`config.mk`:
```
export PLATFORM = sky130hd
export DESIGN_NAME = quote_egress_sched
export DESIGN_NICKNAME = d
export VERILOG_FILES = /design/src/rtl/quote_egress_sched.sv
export SDC_FILE = /design/constraint.sdc
export NUM_CORES = 1
export LEC_CHECK = 0
export CAP_MARGIN = 10
export CELL_PAD_IN_SITES_DETAIL_PLACEMENT = 0
export CELL_PAD_IN_SITES_GLOBAL_PLACEMENT = 1
export CORE_MARGIN = 2
export CORE_UTILIZATION = 38
export DETAILED_ROUTE_END_ITERATION = 16
export PLACE_DENSITY_LB_ADDON = 0.1
export SKIP_CTS_REPAIR_TIMING = 1
export SYNTH_ARGS = -nofsm -noshare
export SYNTH_HDL_FRONTEND = slang
export SYNTH_SLANG_ARGS = --single-unit
export TNS_END_PERCENT = 10
```
`constraint.sdc`:
```
create_clock -name i_clk -period 2.7 [get_ports i_clk]
set_clock_uncertainty 0.2 [all_clocks]
set_input_delay 0.54 -clock i_clk [delete_from_list [all_inputs] [get_ports i_clk]]
set_output_delay 0.54 -clock i_clk [all_outputs]
set_load 0.01 [all_outputs]
```
`src/rtl/quote_egress_sched.sv`:
```
// Egress scheduler: one coalescing slot per stock, round-robin service, and each quote
// emitted as a BUY beat then a SELL beat over a valid/ready register bank.
module quote_egress_sched #(
   parameter int DATA_WIDTH = 32,
   parameter int QTY_WIDTH  = 16,
   parameter int NUM_STOCKS = 4,
   parameter int REG_WIDTH  = 32,
   localparam int SID_W = (NUM_STOCKS > 1) ? $clog2(NUM_STOCKS) : 1
) (
   input  logic                  i_clk,
   input  logic                  i_reset,
   input  logic                  i_quote_valid,
   input  logic [SID_W-1:0]      i_stock_id,
   input  logic [DATA_WIDTH-1:0] i_buy_price,
   input  logic [DATA_WIDTH-1:0] i_sell_price,
   input  logic [QTY_WIDTH-1:0]  i_buy_qty,
   input  logic [QTY_WIDTH-1:0]  i_sell_qty,
   input  logic                  i_ready,
   output logic                  o_valid,
   output logic [REG_WIDTH-1:0]  o_reg_1,
   output logic [REG_WIDTH-1:0]  o_reg_2,
   output logic [REG_WIDTH-1:0]  o_reg_3,
   output logic [REG_WIDTH-1:0]  o_reg_4,
   output logic [NUM_STOCKS-1:0] o_pending,
   output logic [15:0]           o_coalesce_cnt
);

   // Handshake: a beat transfers on any cycle where o_valid && i_ready; while o_valid is
   // high and i_ready is low, every o_reg_* holds its value.

   typedef enum logic [1:0] {ST_IDLE, ST_BUY, ST_SELL} state_t;

   localparam logic [SID_W:0] NUM_S = (SID_W + 1)'(NUM_STOCKS);

   state_t                  state_q, state_d;
   logic [SID_W-1:0]        rr_ptr_q, rr_ptr_d;
   logic [REG_WIDTH-1:0]    seq_q, seq_d;
   logic [15:0]             coal_q, coal_d;
   logic [NUM_STOCKS-1:0]   pending_q, pending_d;

   logic [DATA_WIDTH-1:0]   slot_bp_q [NUM_STOCKS];
   logic [DATA_WIDTH-1:0]   slot_bp_d [NUM_STOCKS];
   logic [DATA_WIDTH-1:0]   slot_sp_q [NUM_STOCKS];
   logic [DATA_WIDTH-1:0]   slot_sp_d [NUM_STOCKS];
   logic [QTY_WIDTH-1:0]    slot_bq_q [NUM_STOCKS];
   logic [QTY_WIDTH-1:0]    slot_bq_d [NUM_STOCKS];
   logic [QTY_WIDTH-1:0]    slot_sq_q [NUM_STOCKS];
   logic [QTY_WIDTH-1:0]    slot_sq_d [NUM_STOCKS];

   logic [SID_W-1:0]        tx_sid_q, tx_sid_d;
   logic [DATA_WIDTH-1:0]   tx_bp_q, tx_bp_d;
   logic [DATA_WIDTH-1:0]   tx_sp_q, tx_sp_d;
   logic [QTY_WIDTH-1:0]    tx_bq_q, tx_bq_d;
   logic [QTY_WIDTH-1:0]    tx_sq_q, tx_sq_d;

   logic                    valid_q, valid_d;
   logic [REG_WIDTH-1:0]    reg_1_q, reg_1_d;
   logic [REG_WIDTH-1:0]    reg_2_q, reg_2_d;
   logic [REG_WIDTH-1:0]    reg_3_q, reg_3_d;
   logic [REG_WIDTH-1:0]    reg_4_q, reg_4_d;

   logic                    wr_en;
   logic                    latch;
   logic                    accept;
   logic                    pick_found;
   logic [SID_W-1:0]        pick_idx;
   logic [SID_W-1:0]        cand_idx;
   int                      cand;

   // Round-robin search: first pending slot strictly after the pointer, wrapping.
   always_comb begin
      pick_found = 1'b0;
      pick_idx   = rr_ptr_q;
      cand       = 0;
      cand_idx   = '0;
      for (int k = 1; k <= NUM_STOCKS; k++) begin
         cand = int'(rr_ptr_q) + k;
         if (cand >= NUM_STOCKS) begin
            cand = cand - NUM_STOCKS;
         end
         cand_idx = SID_W'(cand);
         if (!pick_found && pending_q[cand_idx]) begin
            pick_found = 1'b1;
            pick_idx   = cand_idx;
         end
      end
   end

   always_comb begin
      wr_en  = i_quote_valid && ((i_buy_qty != '0) || (i_sell_qty != '0))
               && ({1'b0, i_stock_id} < NUM_S);
      latch  = (state_q == ST_IDLE) && pick_found;
      accept = valid_q && i_ready;

      state_d   = state_q;
      rr_ptr_d  = rr_ptr_q;
      seq_d     = seq_q;
      coal_d    = coal_q;
      pending_d = pending_q;
      slot_bp_d = slot_bp_q;
      slot_sp_d = slot_sp_q;
      slot_bq_d = slot_bq_q;
      slot_sq_d = slot_sq_q;
      tx_sid_d  = tx_sid_q;
      tx_bp_d   = tx_bp_q;
      tx_sp_d   = tx_sp_q;
      tx_bq_d   = tx_bq_q;
      tx_sq_d   = tx_sq_q;

      case (state_q)
         ST_IDLE: begin
            if (latch) begin
               tx_sid_d = pick_idx;
               tx_bp_d  = slot_bp_q[pick_idx];
               tx_sp_d  = slot_sp_q[pick_idx];
               tx_bq_d  = slot_bq_q[pick_idx];
               tx_sq_d  = slot_sq_q[pick_idx];
               rr_ptr_d = pick_idx;
               state_d  = (slot_bq_q[pick_idx] != '0) ? ST_BUY : ST_SELL;
            end
         end
         ST_BUY: begin
            if (accept) begin
               seq_d   = seq_q + REG_WIDTH'(1);
               state_d = (tx_sq_q != '0) ? ST_SELL : ST_IDLE;
            end
         end
         ST_SELL: begin
            if (accept) begin
               seq_d   = seq_q + REG_WIDTH'(1);
               state_d = ST_IDLE;
            end
         end
         default: state_d = ST_IDLE;
      endcase

      // The latch reads old slot data above; a same-cycle write then refills the slot.
      for (int i = 0; i < NUM_STOCKS; i++) begin
         if (latch && (pick_idx == SID_W'(i))) begin
            pending_d[i] = 1'b0;
         end
         if (wr_en && (i_stock_id == SID_W'(i))) begin
            slot_bp_d[i] = i_buy_price;
            slot_sp_d[i] = i_sell_price;
            slot_bq_d[i] = i_buy_qty;
            slot_sq_d[i] = i_sell_qty;
            pending_d[i] = 1'b1;
            if (pending_q[i] && !(latch && (pick_idx == SID_W'(i))) && (coal_q != 16'hFFFF)) begin
               coal_d = coal_q + 16'd1;
            end
         end
      end

      valid_d = (state_d != ST_IDLE);
      reg_1_d = '0;
      reg_2_d = '0;
      reg_3_d = '0;
      reg_4_d = '0;
      if (valid_d) begin
         reg_1_d = REG_WIDTH'({(state_d == ST_SELL), tx_sid_d});
         reg_4_d = seq_d;
         if (state_d == ST_SELL) begin
            reg_2_d = REG_WIDTH'(tx_sp_d);
            reg_3_d = REG_WIDTH'(tx_sq_d);
         end else begin
            reg_2_d = REG_WIDTH'(tx_bp_d);
            reg_3_d = REG_WIDTH'(tx_bq_d);
         end
      end
   end

   always_ff @(posedge i_clk) begin
      if (i_reset) begin
         state_q   <= ST_IDLE;
         rr_ptr_q  <= SID_W'(NUM_STOCKS - 1);
         seq_q     <= '0;
         coal_q    <= '0;
         pending_q <= '0;
         for (int i = 0; i < NUM_STOCKS; i++) begin
            slot_bp_q[i] <= '0;
            slot_sp_q[i] <= '0;
            slot_bq_q[i] <= '0;
            slot_sq_q[i] <= '0;
         end
         tx_sid_q  <= '0;
         tx_bp_q   <= '0;
         tx_sp_q   <= '0;
         tx_bq_q   <= '0;
         tx_sq_q   <= '0;
         valid_q   <= 1'b0;
         reg_1_q   <= '0;
         reg_2_q   <= '0;
         reg_3_q   <= '0;
         reg_4_q   <= '0;
      end else begin
         state_q   <= state_d;
         rr_ptr_q  <= rr_ptr_d;
         seq_q     <= seq_d;
         coal_q    <= coal_d;
         pending_q <= pending_d;
         slot_bp_q <= slot_bp_d;
         slot_sp_q <= slot_sp_d;
         slot_bq_q <= slot_bq_d;
         slot_sq_q <= slot_sq_d;
         tx_sid_q  <= tx_sid_d;
         tx_bp_q   <= tx_bp_d;
         tx_sp_q   <= tx_sp_d;
         tx_bq_q   <= tx_bq_d;
         tx_sq_q   <= tx_sq_d;
         valid_q   <= valid_d;
         reg_1_q   <= reg_1_d;
         reg_2_q   <= reg_2_d;
         reg_3_q   <= reg_3_d;
         reg_4_q   <= reg_4_d;
      end
   end

   assign o_valid        = valid_q;
   assign o_reg_1        = reg_1_q;
   assign o_reg_2        = reg_2_q;
   assign o_reg_3        = reg_3_q;
   assign o_reg_4        = reg_4_q;
   assign o_pending      = pending_q;
   assign o_coalesce_cnt = coal_q;

endmodule

```
**After elaboration in Yosys (flattened, before gate mapping)**

Cells that the tools add are included.

- Register bits after elaboration: 667
- Input bits: 102
- Output and inout bits: 149
- Logic and storage cells: 179

- Add/subtract/negate cells: 10
- $lt $le $gt $ge: 9
- Eq/ne operators: 10
- Mux-type cells: 68
- Bitwise logic cells: 2
- Reductions and logical operators: 45

Operators with widths:

| kind | count |
|---|---|
| $mux 32 | 11 |
| $mux 16 | 17 |
| $bmux 32 s2 | 2 |
| $bmux 16 s2 | 2 |
| $reduce_bool 16->1 | 4 |
| $add 32x1->32 const B | 1 |
| $mux 2 | 15 |
| $logic_and 1x1->1 | 22 |
| $add 16x1->16 const B | 1 |
| $mux 1 | 16 |
| $ne 16x16->1 const B | 1 |
| $eq 2x2->1 const B | 6 |
| $ge 3x3->1 const B | 4 |
| $lt 2x3->1 const B | 4 |
| $reduce_bool 2->1 | 5 |
| $bmux 1 s2 | 4 |
| $sub 2x1->2 const B | 4 |
| $logic_not 1->1 | 7 |
| $add 2x2->3 const B | 2 |
| $eq 2x1->1 const B | 3 |
| $logic_not 2->1 | 3 |
| $pmux 2 s3 | 1 |
| $add 2x3->4 const B | 1 |
| $ge 4x3->1 const B | 1 |
| 6 further kinds | 7 |

**Logic depth before layout (Yosys ltp)**

Gate-level depths: netlist of the first run.

- Word-level depth: 28
- Mapped depth: 13
- Mapped depth without buffers: 10

**Worst setup path after synthesis of the first run**

No wires, ideal clock.

- Path kind: register -> register
- From: reg pending_q[3], in the netlist o_pending[3]
- To: reg reg_2_q[26], in the netlist o_reg_2[26]
- Library setup time: 0.071 ns
- Arrival time: 2.614 ns
- Required time: 2.429 ns
- Setup slack: -0.184 ns
- Cell stages (with the launch flop): 13
- Buffers on the path: 4
- Clock period less this slack: 2.884 ns
- Cell sequence: dfxtp_1 nor2_2 or3_1 buf_6 nand2_4 buf_6 mux2i_1 mux2i_2 a41o_1 buf_2 buf_2 a221o_1 a21oi_1

- Longest elaborated chain between the ends: 23
- Elaborated cells between the ends (all ways): 46
- Those cells by class: eq/ne: 1; mux: 33; bitwise: 2; reduce/logical: 10

Ends and longest elaborated chain:

| item | RTL line | text |
|---|---|---|
| start: declaration | 39 | `logic [NUM_STOCKS-1:0] pending_q, pending_d;` |
| start signal: assignment | 200 | `pending_q <= pending_d;` |
| $bmux 1 s2 | 82 | `if (!pick_found && pending_q[cand_idx]) begin` |
| $mux 1 (not written as such) | 82 |  |
| $mux 1 | 82 |  |
| $logic_not 1->1 | 82 |  |
| $logic_and 1x1->1 | 82 |  |
| $mux 1 | 82 |  |
| $logic_not 1->1 | 82 |  |
| $logic_and 1x1->1 | 82 |  |
| [6 not listed] | -- |  |
| $mux 16 (not written as such) (2 in series) | 119 | `state_d = (slot_bq_q[pick_idx] != '0) ? ST_BUY : ST_SELL;` |
| $reduce_bool 16->1 | 119 |  |
| $mux 2 | 119 |  |
| $mux 2 | 112 | `if (latch) begin` |
| $pmux 2 s3 | 110 | `case (state_q)` |
| $reduce_bool 2->1 | 154 | `valid_d = (state_d != ST_IDLE);` |
| $not 1->1 (no line) | -- |  |
| $reduce_or 2->1 (no line) | -- |  |
| end signal: assignment | 212 | `reg_2_q <= reg_2_d;` |
| end: declaration | 58 | `logic [REG_WIDTH-1:0] reg_2_q, reg_2_d;` |

Several ways; a longest one is shown, not always the timed one. The select of a mux whose other input is x is not followed.
A chain may end at the register's enable or synchronous reset.

**Final worst setup path of the first run**

- From: reg slot_bq_q[55] in the netlist's numbering
- To: reg reg_2_q[20], in the netlist o_reg_2[20]

- Longest elaborated chain between the ends: 10
- Elaborated cells between the ends (all ways): 12
- Those cells by class: eq/ne: 1; mux: 7; bitwise: 1; reduce/logical: 3

Ends and longest elaborated chain:

| item | RTL line | text |
|---|---|---|
| start: declaration | 45 | `logic [QTY_WIDTH-1:0] slot_bq_q [NUM_STOCKS];` |
| start signal: assignment | 203 | `slot_bq_q <= slot_bq_d;` |
| $bmux 16 s2 (*) | 119 |  |
| $mux 16 (not written as such) (*) (2 in series) | 119 |  |
| $reduce_bool 16->1 (*) | 119 |  |
| $mux 2 (*) | 119 |  |
| $mux 2 (*) | 112 |  |
| $pmux 2 s3 (*) | 110 |  |
| $reduce_bool 2->1 | 154 |  |
| $not 1->1 (no line) | -- |  |
| $reduce_or 2->1 (no line) | -- |  |

Every way passes the cells marked *; elsewhere a longest branch is shown, timed or not. The select of a mux whose other input is x is not followed.

==> reports/metrics.cfg, run 1 <==
[run_status]
status = finished with violations
violations = setup timing

[synth]
synth_top_area_cell = dfxtp_1
synthArstFlopShare_pct = 0
synth.distinct_cells = 58
yosysWarnings = 0
synth_flop_cell = dfxtp_1
syn_area_um2 = 25600
synthTopCellsByCount = nand2_1, a21oi_1, dfxtp_1
synth_top_area_share_pct = 48.6
synth_cells = 3240
synth_edf_count = 0
yosysMostFrequentCell = nand2_1
synth.avg_cell_area_um2 = 7.91
synth.top_cells.by_area = dfxtp_1, a21oi_1, nand2_1, clkbuf_1, mux2i_1
ys_seq_area_share_pct = 48.6
synth_seq_cells = 622

[finish]
stdcell_area_um2 = 33600
final_nets = 3659
multiInputGateArea_um2 = 12500
fillerInstances = 6357
drive_above_1_share_pct = 14.6
seqCellArea_um2 = 12500
syn2layout_area_growth_pct = 30.9

[placed_design]
place_ws_ps = -1010
place_area_um2 = 30400
gp_congestion = 0.836
io_buffers = 205
hpwl_mm = 56.1

[floorplanning]
rows = 95
dieHeight_um = 264
start_util_pct = 38.2
core_area_um2 = 67000
die_x_um = 264
die_area_um2 = 69600
ios = 251

[grt]
first_global_vias = 22600
grt_max_degree = 148
antenna_found_initial = 7
grt_pass1_wl_mm = 131
gr-total-overflow = 0
grt_usage_pct = 23.9

[power]
power_frac_seq_pct = 38.9
p_sw_mw = 7.76
vdd_ir_drop_max_uv = 406
clkPwrFrac_pct = 37.0
comb_power_share_pct = 24.1
p_int_mw = 18.0
p_sw_share_pct = 30.1
leakage_nw = 12.5
cellPowerDensity_nw_per_um2 = 768

[setup_path]
crit_path_end_kind = flop
required_ps = 3020
crit_arrival_ps = 3400
startpoint_type = flop
reg2reg_setup_slack_ps = -370
cp_max_fo = 5
critical_path_class = flop to flop

[sta]
finalMaxSlewViolations = 0
rsz0062_at_grt = yes
fin_crit_sh_pct = 114
worstMarginPinSlew_ps = 1120
fin_setup_tns_ps = -38610
fin_crit_ps = 3070
setup_viol = 193
fmax_ghz = 0.325
timing.slew.headroom_pct = 24.8
setup_ws_ps = -373
hold_viol_final = 0

[clock_network]
clockBufferDepth = 3
h-tree-depth = 3
clk_latency_ps = 610
root_buffer = clkbuf_16
cts_tree = built
clk_pin_slew_ps = 60
clock-sinks = 622
cts_made_buffers = 70

[routing]
drt-pass1-iter-count = 5
route.detailed.drc = 0
postRouteAntennaNets = 0
drt_wl_total_mm = 88.1
drt-initial-drc-count = 1760
wire_per_inst_um = 19.7
vias_per_cell = 5.34
vias = 23900

[flow_run]
maxCapViolCount = 0

[min_path]
min_path_type = input port to flop

-- path summary, 6_finish.rpt --
| check | start | to | cells after the start |
|---|---|---|---|
| worst max-delay path | slot_bq_q[55] | o_reg_2[20] | 9 |
| worst min-delay path | i_reset | tx_sq_q[14] | 2 |
| worst max register to register | slot_bq_q[55] | o_reg_2[20] | 9 |
| worst min register to register | slot_sq_q[12] | slot_sq_q[12] | 2 |
-- final cells by class --
cell class	instances	area share [%]
Multi-Input combinational cell	2335	37.3
Tap cell	873	3.26
Clock buffer	106	6.20
Antenna cell	2	0.0149
Clock inverter	14	0.585
Timing Repair Buffer	510	15.3
Inverter	12	0.134
Sequential cell	622	37.2
-- power by group through the flow --
stage	Combinational, mW	Clock, mW	Sequential [mW]
after floorplan	2.94	0	10.2
after global placement	5.49	0	10.2
after detailed placement	5.54	0	10.2
after CTS	5.57	9.79	10.0
after global routing	6.67	10.1	10.1
final	6.21	9.54	10.0
-- kinds of logic after synthesis --
kind of cell	after synthesis	share of synthesized area [%]
simple gates	1272	21.1
compound gates	899	20.0
flops	622	48.6
buf+inv	328	5.80
mux	78	3.08
xor+xnor	34	1.16
fa+ha+maj	6	0.293
other cells	1	0.0146
-- critical path, stage by stage (launching register included) --
cell and delay [ps]:
dfxtp_1 310, or4_1 560, nor3_1 260, mux2i_2 180, a221oi_4 360, buf_6 160, a41oi_4 130, buf_12 170
or4_4 510, a21oi_2 160
-- layout by cell type, fill, tap and decap left out, drive strengths merged, types with 45 or more instances in the layout --
master,instances
o21ai,63
conb,45
mux2i,73
a21oi,632
buf,302
clkdlybuf4s50,189
dfxtp,622
nand3,55
nand2,832
a211oi,96
clkbuf,110
nor2,167
-- per-stage QoR --
step	hold slack [ps]	total power [mW]	cells	utilization [%]
after floorplan	232	13.1	3284	-
after global placement	239	15.7	4327	45.3
after detailed placement	245	15.7	4327	45.3
after CTS	74.3	25.4	4447	48.7
after global routing	129	26.9	4474	50.0
final	96.6	25.8	4474	50.0
-- sequential cells by signal, indices dropped and copies added (netlist names), 4 cells and up --
name and count:
tx_bq_q 16, o_reg_4 32, o_reg_3 16, o_coalesce_cnt 16
tx_bp_q 32, seq_q 32, slot_sq_q 64, o_pending 4
tx_sq_q 16, slot_bq_q 64, slot_sp_q 128, o_reg_2 32
tx_sp_q 32, slot_bp_q 128
-- layer usage --
layer | vias up | GRT usage, % | share of wire, %
li1 | 11700 | - | -
met1 | 11400 | 32.5 | 45
met2 | 681 | 39.1 | 47
met3 | 116 | 3.73 | 5.7
met4 | 10 | 6.74 | 2.0
met5 | - | 0 | 0.075
Power figures use the tool's default switching activity.
==> run 2: changes to the inputs <==
CORE_MARGIN = 5   (was 2)
SKIP_LAST_GASP = 1   (was default)
==> reports/metrics.cfg, run 2 (synthesis results as in run 1) <==
[setup_path]
slowest_delay_ps = 410
regToRegEndpoint = o_reg_2[28]
cp_num_buf_inv = 4
r2r_start = rr_ptr_q[1]
slowest_stage = a221oi_4
crit_family = compound AO/OA/AOI/OAI gates
cp_max_fo = 18
startpoint_type = flop
required_ps = 3040
reg2reg_setup_slack_ps = -420
crit_path_end_kind = flop
critical_path_class = flop to flop
worstRegToRegCells = 11
path_cells = mux2i_2 -> buf_4 -> a221oi_4 -> nand3_2 -> buf_4 -> a221oi_2 -> nand4_1 -> a41o_4 -> buf_12 -> buf_12 -> a21oi_1
crit_arrival_ps = 3460

[clock_network]
cts_made_buffers = 73
root_buffer = clkbuf_16
cts_tree = built
clock-sinks = 622
clk_pin_slew_ps = 60
h-tree-depth = 3
clk_latency_ps = 610
clockBufferDepth = 3

[sta]
worstMarginPinSlew_ps = 900
rsz0062_at_grt = yes
hold_viol_final = 0
hold_ws_ps = 197
fin_crit_sh_pct = 116
fmax_ghz = 0.320
fin_setup_tns_ps = -30590
setup_viol = 97
setup_ws_ps = -424
finalMaxSlewViolations = 0
timing.slew.headroom_pct = 40.0
fin_crit_ps = 3120

[floorplanning]
ios = 251
die_x_um = 270
start_util_pct = 38.2
rows = 95
core_area_um2 = 67000
die_area_um2 = 72800
dieHeight_um = 270

[run_status]
status = finished with violations
violations = setup timing

[finish]
drive_above_1_share_pct = 14.2
final_common_cell = nand2_1
top_regs = slot_bp_q x128, slot_sp_q x128
fin_util_pct = 49.9
syn2layout_area_growth_pct = 30.4
final_nets = 3637
mostFrequentLayoutCells = nand2_1, dfxtp_1, a21oi_1

[grt]
antenna_found_initial = 6
gr-total-overflow = 0
first_global_vias = 22900
grt_pass1_wl_mm = 134
grt_max_degree = 185
grt_usage_pct = 22.9

[routing]
drt-initial-drc-count = 1733
vias_per_cell = 5.41
wire_per_inst_um = 19.9
drt-pass1-iter-count = 6
vias = 24100
route.detailed.drc = 0
postRouteAntennaNets = 0
drt_wl_total_mm = 88.7

[placed_design]
gp_congestion = 0.849
place_ws_ps = -1170
io_buffers = 205
hpwl_mm = 56.7

[flow_run]
maxCapViolCount = 0

[min_path]
min_path_type = input port to flop
hp-start = i_buy_qty[6]
whs_path_depth = 4
hold_path_end = slot_bq_q[54]

[power]
cellPowerDensity_nw_per_um2 = 780
leakage_nw = 12.4
vdd_ir_drop_max_uv = 392

-- run 2: changes by cell type in the layout (fill, tap and decap cells not counted), sizes merged --
cell	delta
dlygate4sd3	+1
clkdlybuf4s50	-3
a41oi	-1
inv	+2
clkinv	+7
dlymetal6s2s	+3
buf	-26
clkbuf	+1
-- run 2: routing by layer --
layer  routed length [um]  GRT usage, %  share of wire (%)
met4                 1610          6.06                1.8
met1                39700          31.2                 45
met2                41600          37.5                 47
met5                   18             0              0.020
met3                 5820          4.13                6.6
-- run 2: layout make-up --
cell class	instances	area (um2)
Multi-Input combinational cell	2334	12500
Antenna cell	2	5.00
Clock buffer	106	2170
Fill cell	6426	33600
Sequential cell	622	12500
Tap cell	873	1090
Inverter	12	45.0
Timing Repair Buffer	486	4930
Clock inverter	23	260
-- run 2: report_power, final --
part           switching [mW]  internal (mW)  leakage [nW]
Sequential              0.252           9.76          5.06
Clock                    4.00           5.99          1.21
Combinational            3.61           2.47          6.18
-- run 2: worst max-delay path by stage --
stage | from | endpoint | slack (ps) | depth (start not counted)
after global routing | rr_ptr_q[1] | o_reg_2[28] | -500 | 11
after CTS | o_pending[0] | o_reg_2[28] | -640 | 11
after floorplan | i_sell_qty[2] | o_coalesce_cnt[7] | -30 | 9
after global placement | i_sell_qty[0] | o_coalesce_cnt[9] | -1150 | 11
final | rr_ptr_q[1] | o_reg_2[28] | -420 | 11
after detailed placement | i_sell_qty[0] | o_coalesce_cnt[9] | -1170 | 11
-- run 2: worst reg2reg max path, stage by stage (launching register included) --
cell and delay [ps]:
dfxtp_4 380, mux2i_2 180, buf_4 150, a221oi_4 410, nand3_2 180, buf_4 170, a221oi_2 270, nand4_1 260
a41o_4 380, buf_12 160, buf_12 150, a21oi_1 150
-- run 2: per-stage QoR --
stage,total power [mW],cells,area (um2)
floorplan,13.1,3284,25900
global placement,15.6,4305,30100
detailed placement,15.7,4305,30100
CTS,25.8,4434,32600
global route,27.2,4458,33400
finish,26.1,4458,33400
==> run 3: changes to the inputs <==
CORE_UTILIZATION = 43   (was 38)
DONT_BUFFER_PORTS = 1   (was default)
SLEW_MARGIN = 25   (was default)
==> reports/metrics.cfg, run 3 (synthesis results as in run 1) <==
[setup_path]
crit_arrival_ps = 3340
endpoint = o_reg_4[1]
crit_cells = 12
r2r_start = o_pending[2]
crit_path_end_kind = flop
slowest_delay_ps = 440
regToRegEndpoint = o_reg_4[1]
slowest_stage = a41o_4
worstRegToRegCells = 12
path_cells = buf_4 -> nor3b_4 -> buf_4 -> a221oi_2 -> buf_4 -> buf_4 -> buf_4 -> a221oi_2 -> nand4_1 -> a41o_4 -> clkbuf_16 -> nor2_1
critical_path_class = flop to flop
reg2reg_setup_slack_ps = -300
crit_top_cell = buf_4
crit_family = buffers and inverters
worstSetupStartpoint = o_pending[2]
cp_num_buf_inv = 6
startpoint_type = flop
required_ps = 3040
cp_max_fo = 16

[sta]
timing.slew.headroom_pct = 3.81
finalMaxSlewViolations = 0
rsz0062_at_grt = yes
worstMarginPinSlew_ps = 1440
fin_crit_sh_pct = 111
hold_ws_ps = -163
hold_viol_final = 74
fmax_ghz = 0.333
fin_crit_ps = 3000
setup_viol = 114
fin_setup_tns_ps = -23270
setup_ws_ps = -303

[finish]
drive_above_1_share_pct = 12.2
top_regs = slot_bp_q x128, slot_sp_q x128
fillerInstances = 5591
final_common_cell = nand2_1
final_nets = 3463
seqCellArea_um2 = 12500
multiInputGateArea_um2 = 12300
mostFrequentLayoutCells = nand2_1, a21oi_1, dfxtp_1
fin_cells = 4182
fin_util_pct = 52.8
syn2layout_area_growth_pct = 21.6
stdcell_area_um2 = 31200

[grt]
antenna_found_initial = 3
grt_pass1_wl_mm = 127
first_global_vias = 21400
grt_usage_pct = 24.9
gr-total-overflow = 0
grt_max_degree = 517

[placed_design]
place_area_um2 = 27400
dp_cells = 3944
gp_congestion = 0.859
io_buffers = 0
hpwl_mm = 53.7
place_ws_ps = -622

[clock_network]
clk_pin_slew_ps = 60
clock-sinks = 622
clockBufferDepth = 3
clk_latency_ps = 620
h-tree-depth = 3
cts_tree = built
root_buffer = clkbuf_16
cts_made_buffers = 70

[run_status]
violations = hold timing, setup timing
status = finished with violations

[routing]
vias_per_cell = 5.60
wire_per_inst_um = 20.7
routed-wl-met2_mm = 39.5
wl_met3_mm = 6.39
postRouteAntennaNets = 0
drt_wl_total_mm = 86.5
drt-initial-drc-count = 1886
drt-pass1-iter-count = 5
wl_met1_mm = 38.2
route.detailed.drc = 0
vias = 23400
routed.top_layer = met4

[floorplanning]
die_area_um2 = 64600
start_util_pct = 43.4
rows = 89
core_area_um2 = 59000
ios = 251
dieHeight_um = 254
die_x_um = 254

[power]
vdd_ir_drop_max_uv = 634
power_mw = 24.8
leakage_nw = 11.5
cellPowerDensity_nw_per_um2 = 797

[min_path]
min_path_type = input port to flop

[flow_run]
maxCapViolCount = 0

-- run 3: power by group --
part | internal, mW | switching [mW]
Sequential | 9.76 | 0.364
Combinational | 2.03 | 3.18
Clock | 5.68 | 3.83
-- run 3: cell type report --
class	instances	area share, %
Clock buffer	103	6.74
Multi-Input combinational cell	2335	39.4
Clock inverter	20	0.638
Timing Repair Buffer	314	9.94
Sequential cell	622	40.0
Tap cell	773	3.10
Antenna cell	3	0.0241
Inverter	12	0.145
-- run 3: worst reg2reg max path, delay by kind of cell (launching register included) --
kind / cells / cell delay, ps
AO/OA/AOI/OAI: 3 / 720
buffers and inverters: 6 / 990
AND/OR/NAND/NOR: 3 / 660
flip-flops: 1 / 360
-- run 3: metal layers --
metal	global-route usage, %	vias to the layer above
li1	-	11300
met1	34.5	11200
met2	39.3	783
met3	5.91	136
met4	6.90	0
met5	0	-
-- run 3: how the worst min path moves through the flow --
stage,depth (start not counted),slack (ps),to,start
after floorplan,2,230,slot_sq_q[14],slot_sq_q[14]
after global placement,2,240,slot_bp_q[82],slot_bp_q[82]
after detailed placement,2,250,slot_bp_q[16],slot_bp_q[16]
after CTS,1,-190,slot_sq_q[28],i_reset
after global routing,1,-170,slot_bq_q[50],i_reset
final,1,-160,slot_bq_q[49],i_reset
